--- config.mk ---
export PLATFORM = sky130hd
export DESIGN_NAME = uart_rx_param
export DESIGN_NICKNAME = d
export VERILOG_FILES = /design/src/rtl/uart_pkg.sv /design/src/rtl/uart_rx_sync.sv /design/src/rtl/uart_rx_param.sv
export SDC_FILE = /design/constraint.sdc
export NUM_CORES = 1
export LEC_CHECK = 0
export ABC_CLOCK_PERIOD_IN_PS = 3000
export CAP_MARGIN = 15
export CORE_ASPECT_RATIO = 1.75
export CORE_MARGIN = 1
export CORE_UTILIZATION = 48
export CTS_CLUSTER_SIZE = 30
export DETAILED_ROUTE_END_ITERATION = 16
export PLACE_DENSITY = 0.74
export SYNTH_ARGS = -nofsm -noshare
export SYNTH_HDL_FRONTEND = slang
export SYNTH_SLANG_ARGS = --single-unit
--- constraint.sdc ---
create_clock -name i_Clock -period 3 [get_ports i_Clock]
set_input_delay 0.45 -clock i_Clock [delete_from_list [all_inputs] [get_ports i_Clock]]
set_output_delay 0.45 -clock i_Clock [all_outputs]
set_load 0.1 [all_outputs]
--- src/rtl/uart_pkg.sv ---
// UART receiver shared types: FSM state encoding, parity mode codes, parity helper.
// Latency: n/a (declarations only).
// Backpressure: n/a.
package uart_pkg;

    typedef enum logic [2:0] {
        ST_IDLE,
        ST_START,
        ST_DATA,
        ST_PARITY,
        ST_STOP,
        ST_CLEANUP,
        ST_WAIT_IDLE
    } rx_state_t;

    localparam int PARITY_NONE   = 0;
    localparam int PARITY_ODD    = 1;
    localparam int PARITY_EVEN   = 2;

    // Widest supported data field; narrower frames are zero-extended.
    localparam int MAX_DATA_BITS = 9;

    // Parity bit a well-formed frame carries for the given data and mode.
    // Zero-extension leaves the result unchanged.
    function automatic logic parity_calc(input logic [MAX_DATA_BITS-1:0] data,
                                         input int                       mode);
        logic p;
        case (mode)
            PARITY_ODD:  p = ~(^data);
            PARITY_EVEN: p = ^data;
            default:     p = 1'b0;
        endcase
        return p;
    endfunction

endpackage

--- src/rtl/uart_rx_sync.sv ---
// RX pin synchroniser: 2-FF metastability filter plus optional 3-sample majority vote.
// Latency: 2 cycles pin to o_rx_s; o_rx_smp is centred 1 cycle earlier when voting is on.
// Backpressure: none, free-running.
//
// Ports: i_Clock, i_Reset (async, active high), i_RX_Serial (raw pin),
//        o_rx_s (synchronised bit, edge detection), o_rx_smp (bit used at sample points).
// Macro UART_RX_MAJORITY_EN: o_rx_smp = majority of the current and two previous rx_s values.
module uart_rx_sync (
    input  logic i_Clock,
    input  logic i_Reset,
    input  logic i_RX_Serial,
    output logic o_rx_s,
    output logic o_rx_smp
);

    logic [1:0] sync_q, sync_d;

    always_comb begin
        sync_d = {sync_q[0], i_RX_Serial};
    end

    // Reset to the idle-high line level so reset release cannot look like a start bit.
    always_ff @(posedge i_Clock or posedge i_Reset) begin
        if (i_Reset) begin
            sync_q <= 2'b11;
        end else begin
            sync_q <= sync_d;
        end
    end

    assign o_rx_s = sync_q[1];

`ifdef UART_RX_MAJORITY_EN
    // Two past values plus the current one form the 3-deep window.
    logic [1:0] hist_q, hist_d;

    always_comb begin
        hist_d = {hist_q[0], sync_q[1]};
    end

    always_ff @(posedge i_Clock or posedge i_Reset) begin
        if (i_Reset) begin
            hist_q <= 2'b11;
        end else begin
            hist_q <= hist_d;
        end
    end

    assign o_rx_smp = (hist_q[1] & hist_q[0]) | (hist_q[1] & sync_q[1]) | (hist_q[0] & sync_q[1]);
`else
    assign o_rx_smp = sync_q[1];
`endif

endmodule

--- src/rtl/uart_rx_param.sv ---
// Parametrised UART receiver (DATA_BITS 5..9, none/odd/even parity, 1 or 2 stop bits).
// Latency: o_RX_DV rises 1 cycle after the last stop-bit centre sample (+2 cycles pin sync).
// Backpressure: none; consumer must take o_RX_Byte on the one-cycle o_RX_DV strobe.
//
// Ports: i_Clock, i_Reset (async, active high), i_RX_Serial (raw pin, idle high),
//        o_RX_DV (frame-done strobe), o_RX_Byte (last frame's data, LSB first on the line),
//        o_Parity_Err / o_Frame_Err (valid with o_RX_DV only), o_Busy (FSM not idle).
// Macro UART_RX_MAJORITY_EN: sample points use a 3-sample majority vote (see uart_rx_sync).
module uart_rx_param
    import uart_pkg::*;
#(
    parameter int CLKS_PER_BIT = 868,
    parameter int DATA_BITS    = 8,
    parameter int PARITY_MODE  = 0,
    parameter int STOP_BITS    = 1
) (
    input  logic                 i_Clock,
    input  logic                 i_Reset,
    input  logic                 i_RX_Serial,
    output logic                 o_RX_DV,
    output logic [DATA_BITS-1:0] o_RX_Byte,
    output logic                 o_Parity_Err,
    output logic                 o_Frame_Err,
    output logic                 o_Busy
);

    localparam int CNT_W = $clog2(CLKS_PER_BIT);
    localparam int IDX_W = $clog2(DATA_BITS);

    localparam logic [CNT_W-1:0] CNT_MID   = CNT_W'((CLKS_PER_BIT - 1) / 2);
    localparam logic [CNT_W-1:0] CNT_END   = CNT_W'(CLKS_PER_BIT - 1);
    localparam logic [IDX_W-1:0] IDX_LAST  = IDX_W'(DATA_BITS - 1);
    localparam logic             STOP_LAST = 1'(STOP_BITS - 1);

    logic rx_s;
    logic rx_smp;

    uart_rx_sync u_sync (
        .i_Clock     (i_Clock),
        .i_Reset     (i_Reset),
        .i_RX_Serial (i_RX_Serial),
        .o_rx_s      (rx_s),
        .o_rx_smp    (rx_smp)
    );

    rx_state_t              state_q, state_d;
    logic [CNT_W-1:0]       cnt_q, cnt_d;
    logic [IDX_W-1:0]       idx_q, idx_d;
    logic                   stop_idx_q, stop_idx_d;
    logic [DATA_BITS-1:0]   shadow_q, shadow_d;
    logic                   pe_lat_q, pe_lat_d;
    logic                   fe_lat_q, fe_lat_d;
    logic                   dv_q, dv_d;
    logic [DATA_BITS-1:0]   byte_q, byte_d;
    logic                   par_err_q, par_err_d;
    logic                   frm_err_q, frm_err_d;

    logic                     bit_end;
    logic                     fe_now;
    logic [MAX_DATA_BITS-1:0] shadow_ext;

    always_comb begin
        state_d    = state_q;
        cnt_d      = cnt_q;
        idx_d      = idx_q;
        stop_idx_d = stop_idx_q;
        shadow_d   = shadow_q;
        pe_lat_d   = pe_lat_q;
        fe_lat_d   = fe_lat_q;
        byte_d     = byte_q;
        dv_d       = 1'b0;
        par_err_d  = 1'b0;
        frm_err_d  = 1'b0;
        bit_end    = (cnt_q == CNT_END);
        fe_now     = fe_lat_q | ~rx_smp;
        shadow_ext = '0;
        shadow_ext[DATA_BITS-1:0] = shadow_q;

        case (state_q)
            ST_IDLE: begin
                cnt_d      = '0;
                idx_d      = '0;
                stop_idx_d = 1'b0;
                pe_lat_d   = 1'b0;
                fe_lat_d   = 1'b0;
                if (!rx_s) begin
                    state_d = ST_START;
                end
            end
            // Re-check at mid start bit; a high line here was a glitch.
            ST_START: begin
                if (cnt_q == CNT_MID) begin
                    cnt_d   = '0;
                    state_d = rx_smp ? ST_IDLE : ST_DATA;
                end else begin
                    cnt_d = cnt_q + CNT_W'(1);
                end
            end
            ST_DATA: begin
                if (bit_end) begin
                    cnt_d           = '0;
                    shadow_d[idx_q] = rx_smp;
                    if (idx_q == IDX_LAST) begin
                        idx_d   = '0;
                        state_d = (PARITY_MODE != PARITY_NONE) ? ST_PARITY : ST_STOP;
                    end else begin
                        idx_d = idx_q + IDX_W'(1);
                    end
                end else begin
                    cnt_d = cnt_q + CNT_W'(1);
                end
            end
            ST_PARITY: begin
                if (bit_end) begin
                    cnt_d    = '0;
                    pe_lat_d = (rx_smp != parity_calc(shadow_ext, PARITY_MODE));
                    state_d  = ST_STOP;
                end else begin
                    cnt_d = cnt_q + CNT_W'(1);
                end
            end
            // Result is registered on the last stop centre, no trailing half-bit,
            // so the next start edge can follow the stop bit directly.
            ST_STOP: begin
                if (bit_end) begin
                    cnt_d    = '0;
                    fe_lat_d = fe_now;
                    if (stop_idx_q == STOP_LAST) begin
                        byte_d    = shadow_q;
                        dv_d      = 1'b1;
                        par_err_d = pe_lat_q;
                        frm_err_d = fe_now;
                        state_d   = ST_CLEANUP;
                    end else begin
                        stop_idx_d = 1'b1;
                    end
                end else begin
                    cnt_d = cnt_q + CNT_W'(1);
                end
            end
            // frm_err_q is live in this cycle; after a framing error wait for a
            // high line so a break is not decoded as a new start bit.
            ST_CLEANUP: begin
                state_d = frm_err_q ? ST_WAIT_IDLE : ST_IDLE;
            end
            ST_WAIT_IDLE: begin
                if (rx_s) begin
                    state_d = ST_IDLE;
                end
            end
            default: begin
                state_d = ST_IDLE;
            end
        endcase
    end

    always_ff @(posedge i_Clock or posedge i_Reset) begin
        if (i_Reset) begin
            state_q    <= ST_IDLE;
            cnt_q      <= '0;
            idx_q      <= '0;
            stop_idx_q <= 1'b0;
            shadow_q   <= '0;
            pe_lat_q   <= 1'b0;
            fe_lat_q   <= 1'b0;
            dv_q       <= 1'b0;
            byte_q     <= '0;
            par_err_q  <= 1'b0;
            frm_err_q  <= 1'b0;
        end else begin
            state_q    <= state_d;
            cnt_q      <= cnt_d;
            idx_q      <= idx_d;
            stop_idx_q <= stop_idx_d;
            shadow_q   <= shadow_d;
            pe_lat_q   <= pe_lat_d;
            fe_lat_q   <= fe_lat_d;
            dv_q       <= dv_d;
            byte_q     <= byte_d;
            par_err_q  <= par_err_d;
            frm_err_q  <= frm_err_d;
        end
    end

    assign o_RX_DV      = dv_q;
    assign o_RX_Byte    = byte_q;
    assign o_Parity_Err = par_err_q;
    assign o_Frame_Err  = frm_err_q;
    assign o_Busy       = (state_q != ST_IDLE);

endmodule

# Word level (Yosys, flattened, before mapping)
# Index checks and enable logic that the tools add are counted.
# op_classes
n_addsub	2
n_mul	0
n_div	0
magnitude_cmp	2
n_eq_ne	18
n_shift	0
n_mux	38
n_bitwise	3
n_reduce_logical	14
# ops
op	count
$mux W3	11
$pmux W10 S3	1
$pmux W3 S7	1
$mux W10	2
$mux W1	16
$ne A2 B2 Y1 const B	7
$eq A3 B3 Y1 const B	4
$add A10 B1 Y10 const B	1
$eq A10 B10 Y1 const B	1
$eq A10 B9 Y1 const B	1
$bwmux W8	1
$reduce_and A2 Y1	4
$reduce_and A8 Y1	1
$eq A3 B2 Y1 const B	2
$pmux W1 S2	3
$pmux W3 S2	1
$reduce_bool A2 Y1	3
$reduce_bool A3 Y1	2
$lt A3 B4 Y1 const B	1
$add A3 B1 Y3 const B	1
$demux W1 S3	1
$eq A3 B1 Y1 const B	1
$ge A3 B1 Y1 const B	1
$logic_not A3 Y1	1
other kinds (8)	9
# word_totals
ff_bits	40
latchBits	0
ramBits	0
rom_bits	0
inputBits	3
output_inout_bits	12
word_cells	89
memories	0

# Logic depth before layout (Yosys ltp)
# logic_depth
ltp_word	6
ltp_mapped	7
mapped_depth_nobuf	7

# Cells and area by module
# From an unflattened synthesis, not the netlist that was laid out.
# hier_totals
cells_unflattened	183
hier_area_um2	2023.2
# modules_own_cells
module	instances	cells_per_inst	area_per_inst_um2	seq_area_each_um2
uart_rx_param	1	179	1959.4	950.9
uart_rx_sync	1	4	63.8	52.6

# Worst setup path before layout
# No wires, ideal clock.
# synth_timing
kind	register -> register
start	register cnt_q[2]
end	register shadow_q[1]
setup_time_ps	125
arrival_ps	2245
required_time_ps	2875
setup_slack_ps	630
path_stages_with_launch	7
path_buffers	1
synth_period_minus_slack_ps	2370
cell_sequence	dfrtp_1 > or3b_1 > or3_1 > buf_2 > or4_4 > nor2_1 > mux2_2
# synth_between
elab_chain_cells	2
# synth_rtl
element	line_no	source
start: declaration	uart_rx_param.sv:47	logic [CNT_W-1:0] cnt_q, cnt_d;
start signal: assignment	uart_rx_param.sv:172	cnt_q <= cnt_d;
$eq A10 B10 Y1	uart_rx_param.sv:74	bit_end = (cnt_q == CNT_END);
$reduce_and A2 Y1 (no line)	-	
end signal: assignment	uart_rx_param.sv:175	shadow_q <= shadow_d;
end: declaration	uart_rx_param.sv:50	logic [DATA_BITS-1:0] shadow_q, shadow_d;
# Every way passes these cells.
# A chain may end at the register's enable or synchronous reset.

# Final worst setup path
# layout_timing
start	register cnt_q[0]
end	register shadow_q[3]
# Same word-level chain as after synthesis.

==> results by group <==
GRT
  • Gr ovfl total: 0
  • Gr usage total: 20.6%
  • Via count of the first global-routing pass: 1600
  • Initial antenna violation count: 0
  • Largest net degree at the start of global routing: 41
  • Wire length of the first global-routing pass: 6.74 mm

Route
  • Routed wire length per instance: 15.3 um
  • Routed WL: 3.86 mm
  • Number of DRC markers after the initial detailed-route iteration: 57
  • Via-per-instance ratio: 5.70
  • Drc violations: 0
  • First drt pass iteration count: 4
  • Via total after detailed routing: 1441
  • Post-route ant nets: 0

Place
  • Port-buffer cells: 14
  • Pre-CTS setup slack: 527 ps
  • Post-Place Cells: 245
  • Post-DP HPWL: 2.85 mm
  • Weighted congestion at the end of routability-driven global placement: 0.941

Final layout
  • Area taken by multi-input logic gates: 891 um2
  • Cell Count, Final, Fillers Out: 253
  • Diode count: 0
  • Filler Cells Inserted: 346
  • Seq. cell area: 1000 um2
  • Post-layout net count: 211
  • Proportion of layout cells with a drive suffix above 1: 21.0%
  • Area Overhead vs Synth: 12.3%
  • Post-layout utilization of the core: 56.6%

Yosys
  • Async SR Flop Fraction: 100%
  • Synth Warn #: 0
  • Largest area contributor in the synthesized netlist: sky130_fd_sc_hd__dfrtp_1
  • Avg Inst Size Synth: 10.4 um2
  • Area share of the largest cell type after synthesis: 48.8%
  • Area fraction in compound gates after synthesis: 9.18%
  • Adder-cell area share of the yosys netlist: 2.57%
  • Fraction of synthesized area in multiplexers: 10.3%
  • XOR/XNOR Fraction of Synth Area: 2.25%
  • Post-synth EDFFs: 0
  • Post-Synthesis Cells: 188
  • Flip-flop cell with the highest count after synthesis: sky130_fd_sc_hd__dfrtp_1
  • Post-synthesis sequential area ratio: 51.5%
  • Flop and latch count out of synthesis: 40
  • Count of cell types in the netlist: 41
  • Net count after synthesis: 195
  • Main combinational cell family by area after synthesis: simple AND/OR/NAND/NOR gates
  • Post-Synthesis Cell Area: 1950 um2
  • Post-synthesis simple-gate area fraction: 21.4%
  • Top post-synthesis cells by area: sky130_fd_sc_hd__dfrtp_1, sky130_fd_sc_hd__mux2_2, sky130_fd_sc_hd__nor2_1

Critical path
  • CP Class: register to register
  • R2r setup slk: 460 ps
  • CP endpoint kind: register
  • Worst setup SP type: register
  • Endpoint arrival time on the critical path: 2700 ps
  • Critical path, cell by cell: ha_1 -> nand4bb_1 -> or3_1 -> or4_4 -> nor2_1 -> mux2_2
  • Slowest stage cell, crit path: sky130_fd_sc_hd__or4_4
  • Critical-path maximum fanout: 7
  • Delay of the slowest critical-path stage: 550 ps
  • Required time of the critical path: 3170 ps

Timing
  • Final clock skew: 9.83 ps
  • Worst relative slew slack: 62.4%
  • Max-slew violation total from the final report: 0
  • Setup repair after global routing missed its margin: no
  • Min cycle time layout: 2540 ps
  • Slew @ Worst Pin: 561 ps
  • Number of setup violations in the final report: 0
  • Number of hold violations in the final report: 0
  • Fin Setup TNS: 0 ps
  • Final clock period utilization by the worst path: 84.6%
  • Highest achievable clock rate: 394 MHz
  • Setup slack after layout: 463 ps

Die
  • Die height: 86.3 um
  • X dimension of the die: 50.2 um
  • Core footprint: 3870 um2
  • Number of core rows: 30
  • Die footprint: 4330 um2
  • Initial Utilization: 50.4%
  • Number of primary I/O pins: 15

Power
  • Peak VDD IR: 0.266 mV
  • Overall power consumption: 0.889 mW
  • Leakage Power: 1.04 nW
  • Power per unit of standard cell area: 407 nW/um2

Clock tree
  • Cts repair resizes: 0
  • Setup fix buffers added after clock tree synthesis: 0
  • Clk slew on worst S/H paths: 80 ps
  • CTS Buffer Depth: 2
  • Number of buffers inserted for hold repair after clock tree synthesis: 0
  • Clock Sink Count: 40
  • Skew-Pair Late Insertion Delay: 280 ps
  • TritonCTS clock tree: built
  • CTS root buf: sky130_fd_sc_hd__clkbuf_8
  • Total CTS buffers: 5
  • Deepest level of the CTS H-tree: 2

Run
  • Count of max-cap constraint violations: 0

Status
  • Result of the run: complete, no violations

Hold path
  • HP Class: register to register
-- cells in the mapped netlist, drive strengths merged (2+ instances only) --
library cell and instances:
and2 2, ha 4, nand2b 3, xor2 4
o21ai 12, or3 2, nor2b 3, dfstp 2
mux2 17, dfrtp 38, or2 2, o22ai 2
a31oi 2, nor2 21, nor3 5, a21oi 6
nand4b 3, nand4 5, nand3 9, a211oi 2
and4 2, inv 7, clkbuf 6, nand2 14
a22oi 2, and3 2
-- worst max-delay path: cells and delay by family, from the launching register on --
family | cells | cell delay (ps)
adders and majority gates | 1 | 310
DFF | 1 | 460
muxes | 1 | 350
and+or+nand+nor | 4 | 1300
-- path summary, 6_finish.rpt --
kind	from	to	depth (start not counted)
setup / recovery	cnt_q[0]	shadow_q[3]	6
min in group asynchronous	i_Reset	cnt_q[9]	3
setup reg to reg	cnt_q[0]	shadow_q[3]	6
hold reg to reg	u_sync.sync_q[0]	u_sync.sync_q[1]	0
max in group asynchronous	i_Reset	u_sync.sync_q[0]	3
hold / removal	u_sync.sync_q[0]	u_sync.sync_q[1]	0
-- stage by stage --
step | hold slack (ps) | area, um2
global route | 365 | 2190
CTS | 362 | 2190
finish | 359 | 2190
detailed placement | 347 | 2110
floorplan | 345 | 1950
global placement | 349 | 2110
-- registers in the layout (all words and copies together), names as in the netlist --
| name | count |
|---|---|
| state_q | 3 |
| stop_idx_q | 1 |
| o_Frame_Err | 1 |
| shadow_q | 8 |
| idx_q | 3 |
| o_RX_DV | 1 |
| fe_lat_q | 1 |
| cnt_q | 10 |
| u_sync.sync_q | 2 |
| o_RX_Byte | 8 |
| o_Parity_Err | 1 |
| pe_lat_q | 1 |
-- kinds of logic (layout without fill, tap and decap cells) --
kind of cell,Yosys count,in the layout
adders and majority gates,4,4
AOI/OAI and AO/OA,30,30
and+or+nand+nor,77,77
DFF,40,40
buffers and inverters,14,31
xor gates and xnor gates,5,5
muxes,18,18
-- cells in the final DEF (no fill, tap or decap), types with 3 or more instances in the layout --
cell	Yosys	layout
sky130_fd_sc_hd__nand3_1	9	9
sky130_fd_sc_hd__nand2_1	14	14
sky130_fd_sc_hd__a21oi_1	6	6
sky130_fd_sc_hd__ha_1	4	4
sky130_fd_sc_hd__nor3_1	4	4
sky130_fd_sc_hd__nor2_1	21	21
sky130_fd_sc_hd__clkbuf_8	0	5
sky130_fd_sc_hd__mux2_2	16	16
sky130_fd_sc_hd__buf_4	0	14
sky130_fd_sc_hd__nand4_1	5	5
sky130_fd_sc_hd__inv_1	7	7
sky130_fd_sc_hd__xor2_1	4	4
sky130_fd_sc_hd__dfrtp_1	38	38
sky130_fd_sc_hd__nor2b_1	3	3
sky130_fd_sc_hd__o21ai_0	11	11
sky130_fd_sc_hd__nand2b_1	3	3
-- metal layers --
layer	part of all wire (%)	global-route usage, %
met5	0	0
met1	39	21.0
met3	2.1	3.16
met4	1.7	13.5
met2	57	37.5
-- power by group --
part | internal (mW) | total, mW | leakage, nW | switching (mW)
combinational | 0.00409 | 0.0149 | 0.460 | 0.0108
sequential | 0.542 | 0.545 | 0.537 | 0.00299
clock | 0.163 | 0.330 | 0.0422 | 0.167
total | 0.709 | 0.889 | 1.04 | 0.181
-- cell type report --
| class | instances | area share (%) |
|---|---|---|
| Inverter | 7 | 1.20 |
| Timing Repair Buffer | 16 | 5.72 |
| Multi-Input combinational cell | 134 | 40.7 |
| Clock inverter | 1 | 0.229 |
| Clock buffer | 7 | 3.49 |
| Sequential cell | 40 | 45.9 |
| Tap cell | 48 | 2.75 |
Power figures use the tool's default switching activity.
